File: config.mk
export PLATFORM = sky130hd
export DESIGN_NAME = mem_arbiter
export DESIGN_NICKNAME = d
export VERILOG_FILES = /design/src/rtl/mem_arbiter.sv
export SDC_FILE = /design/constraint.sdc
export NUM_CORES = 1
export LEC_CHECK = 0
export ABC_CLOCK_PERIOD_IN_PS = 2220
export BUFFER_PORTS_ARGS = -buffer_cell sky130_fd_sc_hd__buf_4
export CAP_MARGIN = 20
export CORE_ASPECT_RATIO = 2
export CORE_MARGIN = 2
export CORE_UTILIZATION = 48
export DETAILED_ROUTE_END_ITERATION = 16
export GPL_ROUTABILITY_DRIVEN = 0
export GPL_TIMING_DRIVEN = 0
export PLACE_DENSITY_LB_ADDON = 0.25
export SYNTH_ARGS = -nofsm -noshare
export SYNTH_HDL_FRONTEND = slang
export SYNTH_SLANG_ARGS = --single-unit
File: constraint.sdc
create_clock -name clk -period 2.22 [get_ports clk]
set_input_delay 0.222 -clock clk [delete_from_list [all_inputs] [get_ports clk]]
set_output_delay 0.222 -clock clk [all_outputs]
set_load 0.01 [all_outputs]
File: src/rtl/mem_arbiter.sv
// Round-robin arbiter/sequencer sharing one single-ported memory between the
// instruction-fetch port (read-only) and the load/store port (read/write).
module mem_arbiter #(
    parameter int unsigned ADDR_W        = 16,
    parameter int unsigned DATA_W        = 16,
    parameter int unsigned ACCESS_CYCLES = 1
) (
    input  logic              clk,
    input  logic              rst_n,
    input  logic              f_req_i,
    input  logic [ADDR_W-1:0] f_addr_i,
    output logic              f_ack_o,
    output logic [DATA_W-1:0] f_rdata_o,
    input  logic              d_req_i,
    input  logic              d_we_i,
    input  logic [ADDR_W-1:0] d_addr_i,
    input  logic [DATA_W-1:0] d_wdata_i,
    output logic              d_ack_o,
    output logic [DATA_W-1:0] d_rdata_o,
    output logic [ADDR_W-1:0] mem_address_o,
    output logic [DATA_W-1:0] mem_write_data_o,
    input  logic [DATA_W-1:0] mem_out_i,
    output logic              _mem_read_o,
    output logic              _mem_write_o,
    output logic              busy_o
);

    localparam int unsigned CNT_W = (ACCESS_CYCLES > 2) ? $clog2(ACCESS_CYCLES) : 1;
    localparam logic [CNT_W-1:0] CNT_LOAD = CNT_W'(ACCESS_CYCLES - 1);

    localparam logic [1:0] S_IDLE   = 2'd0;
    localparam logic [1:0] S_ACCESS = 2'd1;
    localparam logic [1:0] S_RESP   = 2'd2;

    localparam logic PORT_F = 1'b0;
    localparam logic PORT_D = 1'b1;

    logic [1:0]        state_q, state_d;
    logic [CNT_W-1:0]  cnt_q, cnt_d;
    logic              last_grant_q, last_grant_d;
    logic              gnt_q, gnt_d;
    logic              we_q, we_d;
    logic [ADDR_W-1:0] addr_q, addr_d;
    logic [DATA_W-1:0] wdata_q, wdata_d;
    logic              f_ack_q, f_ack_d;
    logic              d_ack_q, d_ack_d;
    logic [DATA_W-1:0] f_rdata_q, f_rdata_d;
    logic [DATA_W-1:0] d_rdata_q, d_rdata_d;
    logic [ADDR_W-1:0] mem_addr_q, mem_addr_d;
    logic [DATA_W-1:0] mem_wdata_q, mem_wdata_d;
    logic              mem_rd_q, mem_rd_d;
    logic              mem_wr_q, mem_wr_d;
    logic              busy_q, busy_d;
    logic              grant_c;
    logic              grant_port_c;

    // Next-state, grant selection and registered-output computation
    always_comb begin
        state_d      = state_q;
        cnt_d        = cnt_q;
        last_grant_d = last_grant_q;
        gnt_d        = gnt_q;
        we_d         = we_q;
        addr_d       = addr_q;
        wdata_d      = wdata_q;
        f_ack_d      = 1'b0;
        d_ack_d      = 1'b0;
        f_rdata_d    = f_rdata_q;
        d_rdata_d    = d_rdata_q;
        mem_addr_d   = '0;
        mem_wdata_d  = '0;
        mem_rd_d     = 1'b0;
        mem_wr_d     = 1'b0;
        grant_c      = 1'b0;
        grant_port_c = PORT_F;

        // In RESP only the port that was not just served may chain directly
        if (state_q == S_IDLE) begin
            if (f_req_i && d_req_i) begin
                grant_c      = 1'b1;
                grant_port_c = (last_grant_q == PORT_F) ? PORT_D : PORT_F;
            end else if (f_req_i) begin
                grant_c      = 1'b1;
                grant_port_c = PORT_F;
            end else if (d_req_i) begin
                grant_c      = 1'b1;
                grant_port_c = PORT_D;
            end
        end else if (state_q == S_RESP) begin
            if (gnt_q == PORT_F && d_req_i) begin
                grant_c      = 1'b1;
                grant_port_c = PORT_D;
            end else if (gnt_q == PORT_D && f_req_i) begin
                grant_c      = 1'b1;
                grant_port_c = PORT_F;
            end
        end

        case (state_q)
            S_ACCESS: begin
                if (cnt_q == '0) begin
                    state_d = S_RESP;
                    if (gnt_q == PORT_F) begin
                        f_ack_d = 1'b1;
                        if (!we_q) f_rdata_d = mem_out_i;
                    end else begin
                        d_ack_d = 1'b1;
                        if (!we_q) d_rdata_d = mem_out_i;
                    end
                end else begin
                    cnt_d       = cnt_q - CNT_W'(1);
                    mem_addr_d  = addr_q;
                    mem_wdata_d = wdata_q;
                    mem_rd_d    = !we_q;
                    mem_wr_d    = we_q;
                end
            end
            S_RESP:  state_d = S_IDLE;
            default: state_d = S_IDLE;
        endcase

        if (grant_c) begin
            state_d      = S_ACCESS;
            cnt_d        = CNT_LOAD;
            last_grant_d = grant_port_c;
            gnt_d        = grant_port_c;
            if (grant_port_c == PORT_D) begin
                addr_d  = d_addr_i;
                wdata_d = d_wdata_i;
                we_d    = d_we_i;
            end else begin
                addr_d  = f_addr_i;
                wdata_d = '0;
                we_d    = 1'b0;
            end
            mem_addr_d  = addr_d;
            mem_wdata_d = wdata_d;
            mem_rd_d    = !we_d;
            mem_wr_d    = we_d;
        end

        busy_d = (state_d != S_IDLE);
    end

    always_ff @(posedge clk) begin
        if (!rst_n) begin
            state_q      <= S_IDLE;
            cnt_q        <= '0;
            last_grant_q <= PORT_F;
            gnt_q        <= PORT_F;
            we_q         <= 1'b0;
            addr_q       <= '0;
            wdata_q      <= '0;
            f_ack_q      <= 1'b0;
            d_ack_q      <= 1'b0;
            f_rdata_q    <= '0;
            d_rdata_q    <= '0;
            mem_addr_q   <= '0;
            mem_wdata_q  <= '0;
            mem_rd_q     <= 1'b0;
            mem_wr_q     <= 1'b0;
            busy_q       <= 1'b0;
        end else begin
            state_q      <= state_d;
            cnt_q        <= cnt_d;
            last_grant_q <= last_grant_d;
            gnt_q        <= gnt_d;
            we_q         <= we_d;
            addr_q       <= addr_d;
            wdata_q      <= wdata_d;
            f_ack_q      <= f_ack_d;
            d_ack_q      <= d_ack_d;
            f_rdata_q    <= f_rdata_d;
            d_rdata_q    <= d_rdata_d;
            mem_addr_q   <= mem_addr_d;
            mem_wdata_q  <= mem_wdata_d;
            mem_rd_q     <= mem_rd_d;
            mem_wr_q     <= mem_wr_d;
            busy_q       <= busy_d;
        end
    end

    assign f_ack_o          = f_ack_q;
    assign d_ack_o          = d_ack_q;
    assign f_rdata_o        = f_rdata_q;
    assign d_rdata_o        = d_rdata_q;
    assign mem_address_o    = mem_addr_q;
    assign mem_write_data_o = mem_wdata_q;
    assign _mem_read_o      = mem_rd_q;
    assign _mem_write_o     = mem_wr_q;
    assign busy_o           = busy_q;

endmodule

======== Word-level counts from Yosys, hierarchy flattened ========
Cells that the tools add are included.
storage, ports and cells
  memories ................................ 0
  input bits .............................. 69
  memory bits (read-only) ................. 0
  bits in registers ....................... 106
  RAM bits ................................ 0
  latch bits .............................. 0
  logic and storage cells ................. 68
cells by class
  bitwise operators ....................... 5
  equal/unequal tests ..................... 2
  divide/modulo/power cells ............... 0
  order comparisons ....................... 0
  multiply operators ...................... 0
  reduce and logical (&&, ||, !) cells .... 11
  shifts and indexed selects .............. 0
  $add $sub $neg .......................... 1
  muxes and demuxes ....................... 34
operator list
  kind                                                              number
  16-bit 2-to-1 mux                                                 8
  1-bit 2-to-1 mux                                                  23
  4-bit AND reduction                                               2
  2-bit 2-to-1 mux                                                  3
  1-bit inverter                                                    5
  1-bit logical AND                                                 3
  3-bit OR reduction                                                1
  2-bit by 1-bit == test with 1-bit output (second input constant)  1
  2-bit == test (second input constant)                             1
  1-bit zero test                                                   2
  2-bit zero test                                                   1
  2-bit nonzero test                                                1
  2-bit OR reduction                                                1
  1-bit subtractor (second input constant)                          1

======== Logic depth before layout (Yosys ltp) ========
Gate-level depths: netlist of the first run.
  depth in word-level cells ............... 9
  depth in mapped cells ................... 6
  mapped depth without buffers ............ 3

======== Worst setup path before layout of the first run ========
OpenSTA, ideal clock, no wires.
  path type ............................... flip-flop to flip-flop
  start point ............................. register state_q[1]
  end point ............................... register f_rdata_q[0], in the netlist f_rdata_o[0]
  path buffers ............................ 3
  cell stages (with the launch flop) ...... 7
  required time ........................... 2.104 ns
  setup time .............................. 0.116 ns
  data arrival time ....................... 1.251 ns
  clock period less this slack ............ 1.368 ns
  slack ................................... 0.852 ns
  path through ............................ dfxtp_1 > buf_6 > or4b_1 > buf_2 > buf_6 > nand2_1 > a21boi_1
on the way
  cells in the longest elaborated chain, start to end .. 2
RTL lines
  what                                      line  RTL
  start: declaration                        38    logic [1:0] state_q, state_d;
  start signal: assignment                  164   state_q <= state_d;
  2-bit by 1-bit == test with 1-bit output  99    case (state_q)
  4-bit AND reduction (no line)             --
  end signal: assignment                    173   f_rdata_q <= f_rdata_d;
  end: declaration                          47    logic [DATA_W-1:0] f_rdata_q, f_rdata_d;
Every way passes these cells.
A chain may end at the register's enable or synchronous reset.

======== Final worst setup path of the first run ========
  start point ............................. register gnt_q
  end point ............................... register busy_q, in the netlist busy_o
on the way
  cells in the longest elaborated chain, start to end .. 7
RTL lines
  what                                                   line    RTL
  start: declaration                                     41      logic gnt_q, gnt_d;
  start signal: assignment                               167     gnt_q <= gnt_d;
  1-bit logical AND or 1-bit inverter (tied branches)    --
  1-bit 2-to-1 mux or 1-bit logical AND (tied branches)  93, 90
  1-bit 2-to-1 mux (*)                                   90      if (gnt_q == PORT_F && d_req_i) begin
  1-bit 2-to-1 mux (*)                                   89      end else if (state_q == S_RESP) begin
  1-bit 2-to-1 mux (*)                                   78      if (state_q == S_IDLE) begin
  2-bit 2-to-1 mux (*)                                   122     if (grant_c) begin
  2-bit nonzero test (*)                                 142     busy_d = (state_d != S_IDLE);
  end signal: assignment                                 179     busy_q <= busy_d;
  end: declaration                                       53      logic busy_q, busy_d;
Every way passes the cells marked *; elsewhere a longest branch is shown, timed or not.

==> impl_metrics.json, run 1 <==
{
  "slew_headroom_pct": 66.4,
  "final_cell_area_mm2": 0.00390,
  "slew_violations": 0,
  "synthCells": 278,
  "mostFrequentLayoutCell": "buf_4",
  "start_util_pct": 49.1,
  "fmax_mhz": 669,
  "clock_sinks": 73,
  "finalPower_mw": 2.84,
  "path_class": "flop to flop",
  "cts_htree_levels": 3,
  "power.share.sequential_pct": 49.7,
  "cap_violations": 0,
  "post_cts_buffers": 0,
  "cts_root_buf": "clkbuf_8",
  "cts_made_buffers": 9,
  "power.share.clock_pct": 35.0,
  "synth_compound_area_share_pct": 18.3,
  "grtUsageTotal_pct": 21.8,
  "grt_overflow": 0,
  "grt_setup_unrepaired": "false",
  "syn_area_per_cell_um2": 9.41,
  "ctsLongestPathBuffers": 2,
  "drt-met1-wl_um": 2650,
  "synthSimpleGateAreaFrac_pct": 20.5,
  "firstDrtPassIters": 4,
  "io_pins": 138,
  "viasPerCell": 5.02,
  "nFillCells": 420,
  "portBuffers": 136,
  "power_frac_comb_pct": 15.4,
  "antenna_cells": 0,
  "core_area_mm2": 0.00533,
  "min_period_ps": 1490,
  "die_w_um": 56.2,
  "dpl-instance-area_mm2": 0.00371,
  "path_clk_slew_ps": 70,
  "drt_iter0_drc": 59,
  "period_share_pct": 67.3,
  "synth_fp_nets": 347,
  "route.met2.wl_um": 3420,
  "mostFrequentLayoutCells": "buf_4, dfxtp_1, nand2_1",
  "vias": 2458,
  "yosysUniqueCellTypes": 31,
  "tightest_slew_ps": 504,
  "grt_max_degree": 12,
  "synthXorXnorAreaFrac_pct": 0,
  "crit_fanout": 10,
  "pre_cts_ws_ps": 752,
  "layout_setup_ws_ps": 725,
  "ctsHoldBuffers": 0,
  "die_y_um": 108,
  "antenna_found_initial": 0,
  "leakagePower_nw": 1.76,
  "drc": 0,
  "grt_pass1_wl_um": 10300,
  "crit_path_end_kind": "flop",
  "synth_seq_cells": 73,
  "die-area_mm2": 0.00609,
  "synth-adder-area-share_pct": 0,
  "cp-start-kind": "flop",
  "ant_nets": 0,
  "critPathRequiredTime_ps": 2450,
  "wl_per_cell_um": 13.5,
  "setup_viol": 0,
  "wl_um": 6630,
  "p_int_mw": 2.16,
  "ys_warn_count": 0,
  "synth_top_family_by_area": "simple AND/OR/NAND/NOR gates",
  "final-hold-violation-count": 0,
  "grt_pass1_vias": 2337,
  "dpl.hpwl_um": 5010,
  "swShare_pct": 23.9,
  "nets": 494,
  "seq_area_frac_synth_pct": 55.9,
  "ir_drop_v": 0.000708,
  "arrival_ps": 1730,
  "cts_tree": "done",
  "whs_ps": 78.2,
  "area_growth_pct": 49.1,
  "status": "finished clean",
  "worst_hold_path_type": "primary input to flop",
  "skew_ps": 9.75,
  "power.switching_mw": 0.678,
  "tns_ps": 0,
  "num_rows": 38,
  "drive_gt1_share_pct": 38.8,
  "cts_resized": 0,
  "top_layer": "met4",
  "synthMuxAreaShare_pct": 0,
  "clock_latency_ps": 340,
  "netlist_area_mm2": 0.00262,
  "wl_met3_um": 471,
  "powerDensity_mw_per_mm2": 728
}
## sequential cells by signal (all words and copies together), names as in the netlist
| signal | count |
|---|---|
| mem_address_o | 16 |
| _mem_write_o | 1 |
| state_q | 2 |
| mem_write_data_o | 16 |
| d_ack_o | 1 |
| gnt_q | 1 |
| d_rdata_o | 16 |
| _mem_read_o | 1 |
| f_ack_o | 1 |
| we_q | 1 |
| busy_o | 1 |
| f_rdata_o | 16 |
## path summary, 6_finish.rpt
check	start	endpoint	slack [ps]	cells past startpoint
max reg2reg	gnt_q$_SDFFE_PN0P_	busy_o$_SDFF_PN0_	730	5
min	d_wdata_i[13]	mem_write_data_o[13]$_SDFF_PN0_	80	2
min reg2reg	f_rdata_o[11]$_SDFFE_PN0P_	f_rdata_o[11]$_SDFFE_PN0P_	460	2
max	gnt_q$_SDFFE_PN0P_	busy_o$_SDFF_PN0_	730	5
## cells by family (layout without fill, tap and decap cells)
logic type	count (synthesis)	in the layout
buffers and inverters	24	176
AOI/OAI and AO/OA	72	72
DFF	73	73
and+or+nand+nor	109	109
## routing by layer
| metal | global-route usage (%) | vias to the layer above |
|---|---|---|
| met3 | 7.06 | 6 |
| met1 | 24.6 | 1133 |
| met5 | 0 | - |
| met4 | 10.7 | 0 |
| met2 | 36.6 | 97 |
| li1 | - | 1222 |
## synth_stat cells, drive strengths merged
cell type  number  share of area, %
o21a            1              0.29
and4            1              0.33
a21boi         33               9.5
o2111ai         1              0.57
o21ai          17               3.7
nand4bb         1              0.43
nand2b          1              0.24
and4bb          1              0.48
nor4b           1              0.91
inv             3              0.43
and2           18               4.3
or3b            1              0.33
nand2          65               9.3
a21oi          16               3.1
a32o            1              0.38
clkbuf         10               1.5
nor2            1              0.14
a31oi           1              0.24
nand3          16               3.1
nand3b          1              0.29
buf            11               3.3
a31o            1              0.33
or4b            1              0.38
dfxtp          73                56
nor2b           1              0.24
o211ai          1              0.29
## through the flow
stage                     instances  util [%]
after floorplan                 278         -
after global placement          474      69.7
after detailed placement        474      69.7
after CTS                       490      73.2
after global routing            490      73.2
final                           490      73.2
## layout make-up
type	instances	area [um2]	area share [%]
Clock inverter	3	40.0	1.03
Buffer	21	128	3.27
Timing Repair Buffer	136	1020	26.2
Sequential cell	73	1460	37.5
Tap cell	60	75.1	1.92
Inverter	3	11.3	0.289
Clock buffer	13	149	3.82
Multi-Input combinational cell	181	1010	26.0
## worst max-delay path, stage by stage (launching register included)
cell and delay, ps:
dfxtp_1 320, buf_6 140, or3b_1 420, o2111ai_2 230
buf_6 210, nand2_1 60
## power by group through the flow
| stage | logic (mW) | registers [mW] | clock network (mW) |
|---|---|---|---|
| global route | 0.476 | 1.42 | 1.06 |
| floorplan | 0.171 | 1.47 | 0 |
| global placement | 0.425 | 1.44 | 0 |
| CTS | 0.440 | 1.41 | 1.02 |
| detailed placement | 0.439 | 1.44 | 0 |
| finish | 0.437 | 1.41 | 0.992 |
(Power assumes the default switching activity.)
==> inputs of run 2 (changes only) <==
Settings changed: ABC_AREA set to 1, ABC_CLOCK_PERIOD_IN_PS 2220 to 1300, CORE_UTILIZATION 48 to 39.
Clock period 2.22 ns to 1.3 ns, I/O delays scaled along.
==> run 2 against run 1 <==
Total power up 120%. Clock skew down 4.1 ps. Wire length down 0.86%. Area after synthesis down 4.2%. Critical path depth up 2. Via count down 0.73%. Cell area up 5.5%. Flip-flop and latch count unchanged. Synthesized cell count up 8.3%. Sequential share of layout area down 1.9 points.
==> impl_metrics.json, run 2 <==
{
  "die_y_um": 117,
  "synth-edff-count": 0,
  "multi_input_area_um2": 893,
  "drt_iter0_drc": 87,
  "netlist_area_mm2": 0.00250,
  "dpl.hpwl_um": 5030,
  "crit_path_end_kind": "flop",
  "antenna_found_initial": 0,
  "antenna_cells": 0,
  "viasPerCell": 4.49,
  "seq_area_frac_synth_pct": 58.3,
  "synthSimpleGateAreaFrac_pct": 24.1,
  "cts_made_buffers": 9,
  "synth_fp_nets": 370,
  "nets": 522,
  "grt_setup_unrepaired": "true",
  "critPathSlowestCell": "dfxtp_1",
  "synth_top_area_share_pct": 58.3,
  "final-hold-violation-count": 0,
  "synth.most_common_cell": "nor2_1",
  "leakagePower_nw": 1.99,
  "clock_sinks": 73,
  "finalPower_mw": 6.36,
  "wl_per_cell_um": 12.1,
  "cts_root_buf": "clkbuf_16",
  "grtUsageTotal_pct": 19.4,
  "slew_headroom_pct": 70.6,
  "ir_drop_v": 0.000965,
  "path_class": "flop to flop",
  "syn_area_per_cell_um2": 8.32,
  "skew_ps": 5.68,
  "io_pins": 138,
  "yosysUniqueCellTypes": 18,
  "finish.utilization_pct": 65.8,
  "max_stage_delay_ps": 310,
  "ctsLongestPathBuffers": 2,
  "seq_area_mm2": 0.00147,
  "clock_latency_ps": 330,
  "synthXorXnorAreaFrac_pct": 0,
  "grt_pass1_vias": 2445,
  "die-area_mm2": 0.00712,
  "drive_gt1_share_pct": 42.4,
  "worst_hold_path_type": "primary input to flop",
  "cap_violations": 0,
  "path_clk_slew_ps": 60,
  "start_util_pct": 40.0,
  "portBuffers": 136,
  "firstDrtPassIters": 4,
  "nFillCells": 568,
  "min_period_ps": 1200,
  "grt_overflow": 0,
  "power_frac_comb_pct": 15.3,
  "synth_compound_area_share_pct": 10.2,
  "crit_buf_inv": 3,
  "mostFrequentLayoutCell": "buf_4",
  "netlist.top_cell.by_area": "dfxtp_1",
  "setup_viol": 0,
  "drc": 0,
  "whs_ps": 20.4,
  "yosys-top-cells-count": "nor2_1, dfxtp_1, o21ai_0",
  "powerDensity_mw_per_mm2": 1550,
  "fmax_mhz": 834,
  "cp-start-kind": "flop",
  "cts_tree": "done",
  "synth-adder-area-share_pct": 0,
  "synthCells": 301,
  "wl_um": 6570,
  "power.share.clock_pct": 45.9,
  "cts_htree_levels": 3,
  "synth_top_flop_cell": "dfxtp_1",
  "status": "finished clean",
  "vias": 2440,
  "grt_pass1_wl_um": 10400,
  "async_flop_share_pct": 0,
  "ant_nets": 0,
  "num_rows": 41,
  "critPathRequiredTime_ps": 1560,
  "slew_violations": 0,
  "ys_warn_count": 0,
  "area_growth_pct": 64.3,
  "synth_area_leaders": "dfxtp_1, nor2_1, o21ai_0",
  "mostFrequentLayoutCells": "buf_4, nor2_1, dfxtp_1",
  "power.share.sequential_pct": 38.8,
  "synth_seq_cells": 73,
  "crit_family": "buffers and inverters",
  "synth_top_family_by_area": "simple AND/OR/NAND/NOR gates",
  "crit_fanout": 16,
  "core_area_mm2": 0.00626,
  "grt_max_degree": 17,
  "period_share_pct": 92.3,
  "tightest_slew_ps": 441,
  "power.switching_mw": 1.44,
  "arrival_ps": 1460,
  "synthMuxAreaShare_pct": 0,
  "path_cells": "inv_1 -> nand2_1 -> inv_2 -> nand3_4 -> inv_2 -> nor2_1 -> nor2_1",
  "die_w_um": 60.7,
  "p_int_mw": 4.92,
  "swShare_pct": 22.6
}
## run 2: cell types whose count changed in the layout (fill, tap and decap cells not counted), moves of 4 or more
| cell | previous run | this run |
|---|---|---|
| nor2_1 | 1 | 75 |
| a21boi_0 | 19 | 0 |
| and2_1 | 18 | 0 |
| nand2_1 | 65 | 24 |
| nor2_2 | 0 | 12 |
| clkbuf_8 | 10 | 3 |
| buf_4 | 139 | 143 |
| o21ai_1 | 0 | 8 |
| clkbuf_1 | 11 | 3 |
| o21ai_0 | 16 | 25 |
| a21boi_1 | 14 | 0 |
| inv_1 | 3 | 22 |
| clkbuf_16 | 0 | 9 |
## run 2: worst paths after layout
| kind | startpoint | endpoint | slack, ps | cells past startpoint |
|---|---|---|---|---|
| worst min register to register | f_rdata_o[3]$_SDFFE_PN0P_ | f_rdata_o[3]$_SDFFE_PN0P_ | 480 | 2 |
| worst max register to register | state_q[1]$_SDFF_PN0_ | f_rdata_o[1]$_SDFFE_PN0P_ | 100 | 7 |
| worst max-delay path | state_q[1]$_SDFF_PN0_ | f_rdata_o[1]$_SDFFE_PN0P_ | 100 | 7 |
| worst min-delay path | d_wdata_i[0] | mem_write_data_o[0]$_SDFF_PN0_ | 20 | 3 |
## run 2: cells by family (layout without fill, tap and decap cells)
| kind of cell | count (synthesis) | in the layout |
|---|---|---|
| compound gates | 51 | 51 |
| buf+inv | 40 | 197 |
| flops | 73 | 73 |
| simple gates | 137 | 137 |
## run 2: power by group through the flow
| stage | clock [mW] | combinational [mW] | sequential, mW |
|---|---|---|---|
| after floorplan | 0 | 0.366 | 2.58 |
| after global placement | 0 | 0.900 | 2.51 |
| after detailed placement | 0 | 0.920 | 2.51 |
| after CTS | 2.97 | 0.944 | 2.47 |
| after global routing | 3.06 | 1.07 | 2.49 |
| final | 2.92 | 0.971 | 2.47 |
## run 2: final cells by class
| class | instances | area share [%] |
|---|---|---|
| Sequential cell | 73 | 35.6 |
| Timing Repair Buffer | 144 | 26.6 |
| Multi-Input combinational cell | 188 | 21.7 |
| Clock buffer | 12 | 6.48 |
| Tap cell | 86 | 2.61 |
| Inverter | 26 | 2.43 |
| Clock inverter | 4 | 2.37 |
| Buffer | 11 | 2.16 |
## run 2: metrics by stage
stage	std cells	setup WS, ps	cell area [um2]	TNS (ps)
2_1_floorplan	301	121	2500	0
3_3_place_gp	523	-85.8	3630	-1890
3_5_place_dp	523	-103	3630	-2380
4_1_cts	542	2.70	4030	0
5_1_grt	544	-34.1	4120	-70.8
6_report	544	101	4120	0
## run 2: layer usage
layer | wire length (um) | track usage [%]
met1 | 2240 | 16.9
met2 | 3750 | 35.9
met3 | 334 | 5.18
met4 | 248 | 11.3
met5 | 0 | 0
## run 2: worst reg2reg max path, cell delays in order, from the launching register on
cell and delay [ps]:
dfxtp_1 310, inv_1 80, nand2_1 80, inv_2 100, nand3_4 110, inv_2 250, nor2_1 70, nor2_1 130
## run 2: what timing repair did
item | 4_1_cts | 5_1_grt
hold endpoints to repair | 1 | 0
endpoints found under the setup margin | 44 | 54
setup buffers | 3 | 4
gates resized for setup | 4 | 28
pin swaps | 2 | 1
hold buffers | 1 | 0
==> inputs of run 3 (changes only) <==
Settings changed: CELL_PAD_IN_SITES_DETAIL_PLACEMENT set to 1, CELL_PAD_IN_SITES_GLOBAL_PLACEMENT set to 1, CORE_UTILIZATION 39 to 27.
==> run 3 against run 2 <==
Flip-flop and latch count is the same. Fmax shrank 3.9%. Total power shrank 0.41%. Count of clock-buffer cells in the layout shrank 1. Via count grew 4.5%. Register-to-register slack lost 50 ps. Critical path depth is the same. Sequential share of layout area shrank 0.34 points. Wire length grew 24%. Sequential power is essentially flat. Non-clock buffer count grew 2. Clock power shrank 3%.
==> impl_metrics.json, run 3 (same netlist as run 2, synthesis figures left out) <==
{
  "status": "finished clean",
  "pre_cts_ws_ps": -205,
  "fmax_mhz": 801,
  "die_w_um": 72.1,
  "cap_violations": 0,
  "min_period_ps": 1250,
  "grtUsageTotal_pct": 16.9,
  "multi_input_area_um2": 913,
  "mostFrequentLayoutCell": "buf_4",
  "wl_per_cell_um": 14.6,
  "cts_made_buffers": 9,
  "stdcell_count": 562,
  "grt_overflow": 0,
  "whs_path_depth": 3,
  "antenna_cells": 0,
  "min_from": "d_wdata_i[7]",
  "dpl.cell_count": 539,
  "final_cell_area_mm2": 0.00416,
  "core_area_mm2": 0.00901,
  "viasPerCell": 4.54,
  "io_pins": 138,
  "period_share_pct": 96.0,
  "grt_pass1_vias": 2781,
  "slew_violations": 0,
  "seq_area_mm2": 0.00147,
  "drive_gt1_share_pct": 43.7,
  "vias": 2550,
  "nets": 524,
  "slew_headroom_pct": 68.8,
  "crit_path_end_kind": "flop",
  "leakagePower_nw": 2.00,
  "num_rows": 49,
  "firstDrtPassIters": 4,
  "path_clk_slew_ps": 60,
  "crit-reg2reg-launch": "state_q[1]$_SDFF_PN0_",
  "drt_iter0_drc": 98,
  "ant_nets": 0,
  "cts_root_buf": "clkbuf_16",
  "area_growth_pct": 66.0,
  "layout_setup_ws_ps": 52.3,
  "grt_max_degree": 17,
  "grt_pass1_wl_um": 13000,
  "whs_ps": 15.5,
  "cp-start-kind": "flop",
  "setup_viol": 0,
  "arrival_ps": 1470,
  "ir_drop_v": 0.000694,
  "path_class": "flop to flop",
  "finish.utilization_pct": 46.1,
  "die_y_um": 140,
  "mostFrequentLayoutCells": "buf_4, nor2_1, dfxtp_1",
  "cts_htree_levels": 3,
  "reg2reg_depth": 7,
  "skew_ps": 4.48,
  "die-area_mm2": 0.0101,
  "nFillCells": 1074,
  "portBuffers": 136,
  "clock_latency_ps": 330,
  "finalPower_mw": 6.33,
  "worst_hold_path_type": "primary input to flop",
  "dpl-instance-area_mm2": 0.00365,
  "tightest_slew_ps": 468,
  "antenna_found_initial": 0,
  "wl_um": 8180,
  "powerDensity_mw_per_mm2": 1520,
  "dpl.hpwl_um": 6340,
  "clock_sinks": 73,
  "final-hold-violation-count": 0,
  "cts_tree": "done",
  "drc": 0,
  "ctsLongestPathBuffers": 2,
  "critPathRequiredTime_ps": 1520,
  "startpoint": "state_q[1]$_SDFF_PN0_",
  "grt_setup_unrepaired": "true",
  "tns_ps": 0,
  "crit_fanout": 9,
  "start_util_pct": 27.8
}
## run 3: cell count changes in the layout (fill, tap and decap cells not counted), moves of 2 or more
cell	change
nand2_2	+2
nand2_1	-2
o21ai_1	+7
o21ai_0	-8
## run 3: final cells by class
| class | instances | area share, % |
|---|---|---|
| tap | 102 | 3.07 |
| clock buffer | 11 | 5.84 |
| multi-input combinational | 188 | 22.0 |
| buffer | 12 | 2.47 |
| clock inverter | 5 | 2.47 |
| inverter | 26 | 2.47 |
| sequential | 73 | 35.3 |
| timing repair buffer | 145 | 26.5 |
## run 3: routing by layer
| layer | vias up | global-route usage [%] | routed length [um] |
|---|---|---|---|
| met2 | 97 | 32.6 | 4780 |
| met3 | 22 | 4.24 | 466 |
| li1 | 1253 | - | - |
| met4 | 0 | 10.0 | 383 |
| met1 | 1178 | 14.6 | 2550 |
| met5 | - | 0 | 0 |
## run 3: path summary, 6_finish.rpt
check | endpoint | slack [ps]
worst max-delay path | f_rdata_o[4]$_SDFFE_PN0P_ | 50
worst min register to register | we_q$_SDFFE_PN0P_ | 480
worst max register to register | f_rdata_o[4]$_SDFFE_PN0P_ | 50
worst min-delay path | mem_write_data_o[7]$_SDFF_PN0_ | 20
## run 3: critical path, stage by stage (launching register included)
cell and delay (ps):
dfxtp_1 330, inv_2 60, nand2_1 70, inv_2 100
nand3_4 140, buf_2 210, o21ai_0 160, nor2_1 60
## run 3: where the power goes
part	switching, mW	leakage [nW]	internal (mW)
registers	0.0731	0.597	2.40
logic	0.515	1.24	0.511
clock network	0.912	0.166	1.92
total	1.50	2.00	4.83
## run 3: timing repair
action / CTS / global route
buffers inserted: 5 / 2
hold buffers: 1 / 0
resized for setup: 11 / 37
gates cloned: 0 / 1
endpoints found under the setup margin: 50 / 57
hold endpoints to repair: 1 / 0
pin swaps: 3 / 1
